### src/rtl/seq_signed_multiplier_if.sv
// Operand/result bundle between the controller (master) and the sequential
// signed multiplier (slave).
interface seq_signed_multiplier_if #(
    parameter int WIDTH = 16
);
    logic signed [WIDTH-1:0] mul_in1;
    logic signed [WIDTH-1:0] mul_in2;
    logic                    start_mul;
    logic signed [WIDTH-1:0] mul_out;
    logic                    mul_finish;
    logic                    overflow;
    logic                    busy;

    modport master (
        output mul_in1, mul_in2, start_mul,
        input  mul_out, mul_finish, overflow, busy
    );

    modport slave (
        input  mul_in1, mul_in2, start_mul,
        output mul_out, mul_finish, overflow, busy
    );
endinterface

### src/rtl/seq_signed_multiplier.sv
// Sign-magnitude shift-add signed multiplier, one multiplier bit per cycle.
// Define MUL_SATURATE_EN to clamp mul_out on overflow instead of wrapping.
module seq_signed_multiplier #(
    parameter int WIDTH = 16
) (
    input  logic                     clk,
    input  logic                     reset,
    seq_signed_multiplier_if.slave   bus
);

    localparam int CW = (WIDTH > 1) ? $clog2(WIDTH) : 1;
    localparam logic [WIDTH-1:0]   ONE_W   = WIDTH'(1);
    localparam logic [2*WIDTH-1:0] ONE_2W  = (2*WIDTH)'(1);
    localparam logic [CW-1:0]      LAST    = CW'(WIDTH - 1);
    localparam logic [WIDTH-1:0]   SAT_MAX = {1'b0, {(WIDTH-1){1'b1}}};
    localparam logic [WIDTH-1:0]   SAT_MIN = {1'b1, {(WIDTH-1){1'b0}}};

    typedef enum logic [1:0] {
        IDLE   = 2'd0,
        RUN    = 2'd1,
        FINISH = 2'd2
    } state_t;

    state_t             state;
    logic [CW-1:0]      count;
    logic [2*WIDTH-1:0] acc;
    logic [2*WIDTH-1:0] mcand_sh;
    logic [WIDTH-1:0]   mplier;
    logic               neg;

    logic [WIDTH-1:0]   mul_out_q;
    logic               mul_finish_q;
    logic               overflow_q;
    logic               busy_q;

    // Operand magnitudes as unsigned values so the most negative input is exact.
    logic [WIDTH-1:0] in1_u;
    logic [WIDTH-1:0] in2_u;
    logic [WIDTH-1:0] mag_a;
    logic [WIDTH-1:0] mag_b;

    assign in1_u = bus.mul_in1;
    assign in2_u = bus.mul_in2;
    assign mag_a = in1_u[WIDTH-1] ? (~in1_u + ONE_W) : in1_u;
    assign mag_b = in2_u[WIDTH-1] ? (~in2_u + ONE_W) : in2_u;

    logic [2*WIDTH-1:0] prod;
    logic               prod_ovf;
    logic [WIDTH-1:0]   result;

    // NOTE: every signal written in always_comb gets a default first so no latch is inferred.
    always_comb begin
        prod = acc;
        if (neg && (acc != '0))
            prod = ~acc + ONE_2W;

        // Fits in signed WIDTH bits only if the top WIDTH+1 bits are all copies of the sign.
        prod_ovf = !((&prod[2*WIDTH-1:WIDTH-1]) || (~|prod[2*WIDTH-1:WIDTH-1]));

`ifdef MUL_SATURATE_EN
        result = prod[WIDTH-1:0];
        if (prod_ovf)
            result = prod[2*WIDTH-1] ? SAT_MIN : SAT_MAX;
`else
        result = prod[WIDTH-1:0];
`endif
    end

    // NOTE: sequential state uses non-blocking assignments so every register sees pre-edge values.
    always_ff @(posedge clk or negedge reset) begin
        if (!reset) begin
            state        <= IDLE;
            count        <= '0;
            acc          <= '0;
            mcand_sh     <= '0;
            mplier       <= '0;
            neg          <= 1'b0;
            mul_out_q    <= '0;
            mul_finish_q <= 1'b0;
            overflow_q   <= 1'b0;
            busy_q       <= 1'b0;
        end else begin
            mul_finish_q <= 1'b0;
            unique case (state)
                IDLE: begin
                    if (bus.start_mul) begin
                        mcand_sh <= {{WIDTH{1'b0}}, mag_a};
                        mplier   <= mag_b;
                        neg      <= in1_u[WIDTH-1] ^ in2_u[WIDTH-1];
                        acc      <= '0;
                        count    <= '0;
                        busy_q   <= 1'b1;
                        state    <= RUN;
                    end
                end

                RUN: begin
                    if (mplier[0])
                        acc <= acc + mcand_sh;
                    mcand_sh <= mcand_sh << 1;
                    mplier   <= mplier >> 1;
                    count    <= count + 1'b1;
                    if (count == LAST)
                        state <= FINISH;
                end

                FINISH: begin
                    mul_out_q    <= result;
                    overflow_q   <= prod_ovf;
                    mul_finish_q <= 1'b1;
                    busy_q       <= 1'b0;
                    state        <= IDLE;
                end

                default: begin
                    state  <= IDLE;
                    busy_q <= 1'b0;
                end
            endcase
        end
    end

    assign bus.mul_out    = mul_out_q;
    assign bus.mul_finish = mul_finish_q;
    assign bus.overflow   = overflow_q;
    assign bus.busy       = busy_q;

endmodule

### src/flat_wrapper.sv
// flat-port wrapper written by rule: the top's interface ports become plain ports
module seq_signed_multiplier_flat 
#(
    parameter int WIDTH = 16
)
  (clk, reset, bus_mul_in1, bus_mul_in2, bus_start_mul, bus_mul_out, bus_mul_finish, bus_overflow, bus_busy);
  seq_signed_multiplier_if #(.WIDTH(WIDTH)) bus_i ();
  input  logic clk;
  input  logic reset;
  input wire logic [$bits(bus_i.mul_in1)-1:0] bus_mul_in1;
  input wire logic [$bits(bus_i.mul_in2)-1:0] bus_mul_in2;
  input wire logic [$bits(bus_i.start_mul)-1:0] bus_start_mul;
  output wire logic [$bits(bus_i.mul_out)-1:0] bus_mul_out;
  output wire logic [$bits(bus_i.mul_finish)-1:0] bus_mul_finish;
  output wire logic [$bits(bus_i.overflow)-1:0] bus_overflow;
  output wire logic [$bits(bus_i.busy)-1:0] bus_busy;
  assign bus_i.mul_in1 = bus_mul_in1;
  assign bus_i.mul_in2 = bus_mul_in2;
  assign bus_i.start_mul = bus_start_mul;
  assign bus_mul_out = bus_i.mul_out;
  assign bus_mul_finish = bus_i.mul_finish;
  assign bus_overflow = bus_i.overflow;
  assign bus_busy = bus_i.busy;
  seq_signed_multiplier #(.WIDTH(WIDTH)) u_core (.clk(clk), .reset(reset), .bus(bus_i));
endmodule
### config.mk
export PLATFORM = sky130hd
export DESIGN_NAME = seq_signed_multiplier_flat
export DESIGN_NICKNAME = d
export VERILOG_FILES = /design/src/rtl/seq_signed_multiplier_if.sv /design/src/rtl/seq_signed_multiplier.sv /design/src/flat_wrapper.sv
export SDC_FILE = /design/constraint.sdc
export NUM_CORES = 1
export LEC_CHECK = 0
export ABC_AREA = 1
export CORE_ASPECT_RATIO = 1.4
export CORE_MARGIN = 8
export CORE_UTILIZATION = 38
export CTS_CLUSTER_SIZE = 40
export DETAILED_ROUTE_END_ITERATION = 6
export GPL_TIMING_DRIVEN = 0
export PLACE_DENSITY = 0.61
export SLEW_MARGIN = 20
export SYNTH_ARGS = -nofsm -noshare
export SYNTH_HDL_FRONTEND = slang
export SYNTH_SLANG_ARGS = --single-unit
### constraint.sdc
create_clock -name clk -period 2.9 [get_ports clk]
set_clock_uncertainty 0.05 [all_clocks]
set_input_delay 0.435 -clock clk [delete_from_list [all_inputs] [get_ports clk]]
set_output_delay 0.435 -clock clk [all_outputs]
set_load 0.01 [all_outputs]
## After elaboration in Yosys (flattened, before gate mapping)

Cells that the tools add are included.

- Register bits after elaboration: 106

- Bitwise logic cells: 5
- Muxes and demuxes: 18
- Add/sub/neg operators: 5
- Equality and inequality tests: 6
- Reduce and logical (&&, ||, !) cells: 14

Operator list:

| cell | count |
|---|---|
| $mux W32 | 4 |
| $pmux W32 S2 | 2 |
| $mux W16 | 3 |
| $add A16 B1 Y16 const B | 2 |
| $add A32 B1 Y32 const B | 1 |
| $add A32 B32 Y32 | 1 |
| $not A16 Y16 | 2 |
| $not A32 Y32 | 1 |
| $pmux W16 S2 | 1 |
| $reduce_bool A32 Y1 | 1 |
| $reduce_and A17 Y1 | 1 |
| $reduce_or A17 Y1 | 1 |
| $pmux W4 S2 | 1 |
| $reduce_and A2 Y1 | 4 |
| $add A4 B1 Y4 const B | 1 |
| $eq A4 B4 Y1 const B | 1 |
| $mux W2 | 2 |
| $mux W4 | 1 |
| $ne A2 B1 Y1 const B | 2 |
| $pmux W2 S2 | 1 |
| $reduce_and A3 Y1 | 1 |
| $eq A2 B1 Y1 const B | 1 |
| $eq A2 B2 Y1 const B | 1 |
| $logic_not A1 Y1 | 2 |
| other kinds (9) | 10 |

## Logic depth before layout (Yosys ltp)

Gate-level depths: netlist of run 1.

- Depth in word-level cells: 7
- Depth in mapped cells: 17
- Depth with buffers taken out: 17

## Least setup slack after synthesis of run 1

OpenSTA, ideal clock, no wires.

- Path kind: register to register
- Start: register u_core.acc[0]
- End: register u_core.acc[22]
- Data required time: 2.721 ns
- Path slack: 0.696 ns
- Clock period less this slack: 2.204 ns
- Setup time: 0.129 ns
- Arrival: 2.025 ns
- Stages on the path, launching flop included: 16
- Cells stage by stage: dfrtp_1 -> ha_1 -> inv_1 -> fa_1 -> inv_1 -> nand2_1 -> o21ai_1 -> a21oi_1 -> o21ai_1 -> nand2_1 -> nand2_1 -> nand2_1 -> nand2_1 -> a21oi_1 -> o21ai_0 -> o21ai_0

- Cells in the longest elaborated chain, start to end: 3

Ends and longest elaborated chain:

| what | line | RTL |
|---|---|---|
| start: declaration | seq_signed_multiplier.sv:26 | `logic [2*WIDTH-1:0] acc;` |
| start signal: assignment | seq_signed_multiplier.sv:99 | `acc <= acc + mcand_sh;` |
| $add A32 B32 Y32 | seq_signed_multiplier.sv:99 |  |
| $mux W32 | seq_signed_multiplier.sv:98 | `if (mplier[0])` |
| $pmux W32 S2 | seq_signed_multiplier.sv:84 | `unique case (state)` |

Every way passes these cells. The select of a mux whose other input is x is not followed.
A chain may end at the register's enable or synchronous reset.

## Worst setup path after layout of run 1

- Start: register u_core.mcand_sh[0]
- End: register u_core.acc[20]

- Cells in the longest elaborated chain, start to end: 3

Ends and longest elaborated chain:

| what | line | RTL |
|---|---|---|
| start: declaration | seq_signed_multiplier.sv:27 | `logic [2*WIDTH-1:0] mcand_sh;` |
| start signal: assignment | seq_signed_multiplier.sv:87 | `mcand_sh <= {{WIDTH{1'b0}}, mag_a};` |
| start signal: assignment | seq_signed_multiplier.sv:100 | `mcand_sh <= mcand_sh << 1;` |
| $add A32 B32 Y32 | seq_signed_multiplier.sv:99 |  |
| $mux W32 | seq_signed_multiplier.sv:98 |  |
| $pmux W32 S2 | seq_signed_multiplier.sv:84 |  |

Every way passes these cells. The select of a mux whose other input is x is not followed.

==> flow_summary_export.csv, run 1 <==
group,metric,value,unit
run_status,status,"finished, final reports clean",
critical_path,path_class,"register to register",
critical_path,cp-start-kind,"register",
timing,min_period,2.61,ns
floorplan,dieArea,25300,µm²
drt,antenna_left,0,
layout,diodes,0,
critical_path,worstPathMaxFanout,4,
critical_path,crit_arrival,2.84,ns
clock_tree,clk_path_buf_depth,2,
clock_tree,htreeDepth,3,
timing,slew_violations,0,
yosys,synth.most_common_cell,"nand2_1",
yosys,yosys.area.top_type,"dfrtp_1",
drt,vias,7482,
yosys,synth-main-ff-cell,"dfrtp_1",
clock_tree,clkSinkCount,106,
floorplan,boundaryPins,54,
layout,nNetsFinal,1255,
critical_path,crit_path_end_kind,"register",
critical_path,crit_chain,"ha_1, inv_1, fa_1, inv_1, nand2_1, o21ai_2, a21oi_1, o21ai_2, nand2_1, o21ai_0, or2_2, nand3_1, o21ai_0",
clock_tree,root_buffer,"clkbuf_16",
critical_path,crit_buf_inv,2,
timing,finalSetupViolations,0,
critical_path,rrSetupSlack,0.29,ns
yosys,synth-async-reset-ratio,100,%
floorplan,initial_core_util,38.2,%
layout,final_layout_size_suffix_gt1_share,6.31,%
grt,grt_max_degree,65,
floorplan,die_h,185,µm
drt,vias_per_cell,5.18,
drt,drt_wl_total,23000,µm
yosys,synthCells,1117,
critical_path,worst_path_dominant_cell_family,"compound AO/OA/AOI/OAI gates",
critical_path,max_stage_delay,0.41,ns
power,peakVddDrop,339,µV
critical_path,required,3.13,ns
clock_tree,clk_pin_slew,0.08,ns
drt,firstDrtPassIters,4,
grt,grt_pass1_wl,37500,µm
critical_path,r2r-end,"u_core.acc[20]$_DFFE_PN0P_",
critical_path,r2r_start,"u_core.mcand_sh[0]$_DFFE_PN0P_",
yosys,ys_seq_area_share,34.3,%
layout,layout.cells.non_filler,1445,
min_path,hold_path_end,"u_core.count[3]$_DFFE_PN0P_",
grt,antenna_found_initial,0,
power,leakage,4.25,nW
power,p_per_area,1100,nW/µm²
timing,slew_headroom,57.2,%
floorplan,fp.coreArea,20200,µm²
yosys,yosys_warnings,0,
timing,setup_tns,0,ns
grt,grt_use_total,18.9,%
drt,drt_iter0_drc,411,
placement,io_buffers,52,
timing,tightest_slew,0.642,ns
layout,areaGrowthSynthToFinish,15.9,%
grt,grt-ovfl-total,0,
min_path,hold_depth,1,
yosys,synth_edf_count,0,
yosys,netlist.area_leader.share,34.3,%
placement,dp_hpwl,19200,µm
min_path,hp-start,"u_core.count[3]$_DFFE_PN0P_",
min_path,hp-class,"register to register",
timing,period_share,90.0,%
timing,max_freq,0.383,GHz
yosys,synth_common_cells,"nand2_1 (280), inv_1 (128), nor2_1 (122)",
yosys,syn_area,7740,µm²
placement,placedCellCount,1426,
run,cap_violations,0,
yosys,synth.ff_latch_count,106,
grt,grt_pass1_vias,7574,
floorplan,fp-row-count,62,
yosys,avgSynthCellArea,6.93,µm²
clock_tree,cts_tree,"built",
placement,gp_congestion,0.965,
timing,hold_violations,0,
clock_tree,clk_latency,0.37,ns
layout,nFillCells,2092,
timing,rsz0062_at_grt,"false",
yosys,synth_nets,1188,
critical_path,crit_slowest_cell,"dfrtp_1",
floorplan,die_w,137,µm
yosys,synthTopCellsByArea,"dfrtp_1 (34%), nand2_1 (14%), o21ai_0 (6.9%)",
critical_path,r2r_cells,13,
clock_tree,cts_buffers,9,
drt,drc,0,
drt,wl_per_cell,15.9,µm
yosys,yosysUniqueCellTypes,44,
cell families (layout without fill, tap and decap cells):
logic type | after synthesis | in the layout | synth area share [%]
xor+xnor | 35 | 35 | 3.96
flops | 106 | 106 | 34.3
mux | 1 | 1 | 0.129
compound gates | 256 | 256 | 18.6
fa+ha+maj | 36 | 36 | 5.92
simple gates | 519 | 519 | 28.6
buf+inv | 164 | 236 | 8.52
worst max-delay path by stage:
stage | startpoint | slack [ns] | end | cells after the start
2_1_floorplan | u_core.acc[0]$_DFFE_PN0P_ | 0.70 | u_core.acc[22]$_DFFE_PN0P_ | 15
3_3_place_gp | reset | -2.77 | u_core.bus.mul_finish$_DFF_PN0_ | 1
3_5_place_dp | bus_start_mul | 0.04 | u_core.mcand_sh[29]$_DFFE_PN0P_ | 7
4_1_cts | u_core.mcand_sh[0]$_DFFE_PN0P_ | 0.03 | u_core.acc[22]$_DFFE_PN0P_ | 15
5_1_grt | u_core.mcand_sh[0]$_DFFE_PN0P_ | 0.05 | u_core.acc[22]$_DFFE_PN0P_ | 15
6_report | u_core.mcand_sh[0]$_DFFE_PN0P_ | 0.29 | u_core.acc[20]$_DFFE_PN0P_ | 13
placed cells by master, fill, tap and decap left out, types with 30 or more instances in the layout:
cell type,synthesis,final
dfrtp_1,106,106
nand3_1,44,44
ha_1,35,35
o21ai_0,106,106
o22ai_1,31,31
nand2_1,280,279
xor2_1,30,30
clkdlybuf4s50_1,0,51
a21oi_1,63,63
inv_1,128,128
nor2_1,122,122
per-layer routing:
layer	part of all wire, %	track usage, %	vias to the layer above
met5	0	0	-
met4	5.0	10.7	0
met3	3.2	2.31	50
met2	51	34.4	140
met1	41	20.6	3449
li1	-	-	3843
where the power goes:
| group | internal [mW] | switching, mW |
|---|---|---|
| clock network | 0.709 | 0.607 |
| logic | 2.05 | 3.72 |
| registers | 2.09 | 0.650 |
| total | 4.85 | 4.98 |
stage by stage:
stage	hold WS [ns]	power [mW]	setup WS, ns	area, µm²	utilization [%]
after floorplan	0.0894	6.71	0.696	7740	-
after global placement	0.411	8.38	-2.77	8580	42.4
after detailed placement	0.331	8.46	0.0411	8610	42.5
after CTS	0.432	9.80	0.0282	8940	44.2
after global routing	0.466	10.7	0.0547	8970	44.3
final	0.431	9.83	0.291	8970	44.3
flip-flops by register name, indices dropped and copies added, names as in the netlist:
| register | count |
|---|---|
| u_core.acc | 32 |
| u_core.mcand_sh | 32 |
| u_core.bus.mul_out | 16 |
| u_core.mplier | 16 |
| u_core.count | 4 |
| u_core.state | 2 |
| u_core.bus.busy | 1 |
| u_core.bus.mul_finish | 1 |
| u_core.bus.overflow | 1 |
| u_core.neg | 1 |
layout make-up:
cell class	count	area [µm²]	area share, %
multi-input cells	847	4440	49.5
flip-flops and latches	106	2650	29.6
repair buffers	56	574	6.40
inverters	135	507	5.65
well taps	256	320	3.57
clock buffers	10	239	2.66
plain buffers	29	153	1.70
clock inverters	6	80.1	0.893
what timing repair did:
action	in CTS	in global routing
endpoints found under the hold margin	42	0
endpoints found under the setup margin	0	6
setup buffers	0	2
resized for setup	0	4
hold buffers	1	0
No activity file was read; power rests on OpenSTA's default activity.
==> run 2: changes to the inputs <==
--- a/config.mk
+++ b/config.mk
@@ -11,8 +11,10 @@
 export CORE_UTILIZATION = 38
 export CTS_CLUSTER_SIZE = 40
 export DETAILED_ROUTE_END_ITERATION = 6
+export DONT_BUFFER_PORTS = 1
 export GPL_TIMING_DRIVEN = 0
-export PLACE_DENSITY = 0.61
+export MAX_ROUTING_LAYER = met4
+export PLACE_DENSITY = 0.57
 export SLEW_MARGIN = 20
 export SYNTH_ARGS = -nofsm -noshare
 export SYNTH_HDL_FRONTEND = slang
==> run 2 against run 1 <==
  * The run now ends with negative hold slack left
  * Die area unchanged
  * Flip-flop and latch count unchanged
  * Global-route usage increased by 0.79 points
  * First-iteration DRC count decreased by 6.1%
  * Via count decreased by 3.6%
  * Power decreased by 3.4%
  * Sequential share of layout area increased by 2.1 points
  * Worst setup slack got worse by 0.033 ns
  * Non-clock buffer count decreased by 54
  * Fmax decreased by 1.2%
  * Critical path type unchanged
  * Critical endpoint is now u_core.acc[22]$_DFFE_PN0P_
==> flow_summary_export.csv, run 2 (synthesized netlist as in run 1, its figures left out) <==
group,metric,value,unit
run_status,violations,"negative hold slack",
critical_path,required,3.08,ns
critical_path,worstPathMaxFanout,5,
grt,grt_use_total,19.7,%
layout,final_common_cell,"nand2_1",
min_path,hp-class,"input port to async pin",
floorplan,fp.coreArea,20200,µm²
clock_tree,htreeDepth,3,
power,p_per_area,1130,nW/µm²
clock_tree,clk_latency,0.37,ns
clock_tree,clkSinkCount,106,
critical_path,path_class,"register to register",
timing,max_freq,0.378,GHz
timing,slew_headroom,54.6,%
grt,grt_pass1_vias,7383,
layout,final_layout_size_suffix_gt1_share,6.34,%
placement,gp_congestion,0.945,
grt,antenna_found_initial,0,
placement,pre_cts_ws,0.0569,ns
clock_tree,root_buffer,"clkbuf_16",
drt,vias,7213,
clock_tree,clk_path_buf_depth,2,
power,peakVddDrop,352,µV
drt,drt_wl_total,23300,µm
drt,drt_iter0_drc,386,
timing,period_share,91.1,%
drt,drc,0,
critical_path,crit_arrival,2.82,ns
placement,io_buffers,0,
layout,nNetsFinal,1201,
layout,largestRegisters,"u_core.acc x32, u_core.mcand_sh x32",
power,leakage,4.02,nW
grt,grt_max_degree,107,
floorplan,initial_core_util,38.2,%
run_status,status,"complete, but fails checks",
grt,grt-ovfl-total,0,
floorplan,die_h,185,µm
layout,mostFrequentLayoutCells,"nand2_1 (280), inv_1 (128), nor2_1 (122)",
timing,slew_violations,0,
timing,tightest_slew,0.681,ns
layout,diodes,0,
floorplan,die_w,137,µm
drt,wl_per_cell,16.8,µm
clock_tree,cts_buffers,9,
floorplan,fp-row-count,62,
floorplan,dieArea,25300,µm²
timing,setup_tns,0,ns
drt,firstDrtPassIters,4,
timing,finalSetupViolations,0,
clock_tree,clk_pin_slew,0.08,ns
floorplan,boundaryPins,54,
drt,vias_per_cell,5.19,
layout,nFillCells,2196,
timing,min_period,2.64,ns
grt,grt_pass1_wl,37500,µm
placement,dp_hpwl,19100,µm
timing,hold_slack,-0.297,ns
timing,fin_ws,0.258,ns
timing,hold_violations,106,
layout,areaGrowthSynthToFinish,8.21,%
layout,multi_input_area,4440,µm²
timing,rsz0062_at_grt,"false",
critical_path,crit_path_end_kind,"register",
run,cap_violations,0,
drt,antenna_left,0,
critical_path,cp-start-kind,"register",
clock_tree,cts_tree,"built",
layout,regArea,2650,µm²
[run 2: area by class of cell]
class                           count  area share [%]
Multi-Input combinational cell    847            53.0
Sequential cell                   106            31.7
Inverter                          135            6.05
Tap cell                          256            3.82
Clock buffer                        9            2.69
Buffer                             29            1.82
Clock inverter                      7           0.762
Timing Repair Buffer                2           0.179
[run 2: worst paths after layout]
kind / depth (start not counted) / startpoint / end / slack (ns)
setup / recovery: 15 / u_core.acc[0]$_DFFE_PN0P_ / u_core.acc[22]$_DFFE_PN0P_ / 0.26
hold / removal: 0 / reset / u_core.bus.mul_finish$_DFF_PN0_ / -0.30
setup reg to reg: 15 / u_core.acc[0]$_DFFE_PN0P_ / u_core.acc[22]$_DFFE_PN0P_ / 0.26
hold reg to reg: 1 / u_core.count[3]$_DFFE_PN0P_ / u_core.count[3]$_DFFE_PN0P_ / 0.43
max in group asynchronous: 0 / reset / u_core.mcand_sh[30]$_DFFE_PN0P_ / 2.94
min in group clk: 2 / bus_mul_in1[14] / u_core.mcand_sh[14]$_DFFE_PN0P_ / 0.17
[run 2: power by group]
group	internal (mW)	leakage [nW]	switching, mW
Sequential	2.09	1.35	0.721
Clock	0.599	0.139	0.618
Combinational	1.88	2.53	3.58
[run 2: repair_timing]
action | 4_1_cts | 5_1_grt
endpoints found under the setup margin | 0 | 7
gates resized for setup | 0 | 3
endpoints found under the hold margin | 106 | 106
setup buffers | 0 | 2
[run 2: critical path, cell delays in order, from the launching register on]
cell and delay, ns:
dfrtp_1 0.38, ha_1 0.15, inv_1 0.07, fa_1 0.36, inv_1 0.09, nand2_1 0.08, o21ai_2 0.19, a21oi_1 0.16
o21ai_2 0.22, nand2_1 0.07, nand2_1 0.21, nand2_1 0.08, nand2_1 0.08, a21oi_1 0.06, o21ai_0 0.14, o21ai_0 0.12
[run 2: routing by layer]
metal,wire [µm],up-vias,track usage (%)
met2,12100,136,34.7
met1,9470,3309,21.5
met3,939,40,3.04
met5,0,-,-
met4,849,0,8.42
li1,-,3728,-
[run 2: per-stage QoR]
step	util (%)	power (mW)	instances	area, µm²
global placement	39.8	8.21	1373	8060
detailed placement	39.8	8.25	1373	8060
floorplan	-	6.71	1117	7740
finish	41.4	9.50	1391	8380
CTS	41.2	9.49	1389	8350
global route	41.4	10.5	1391	8380
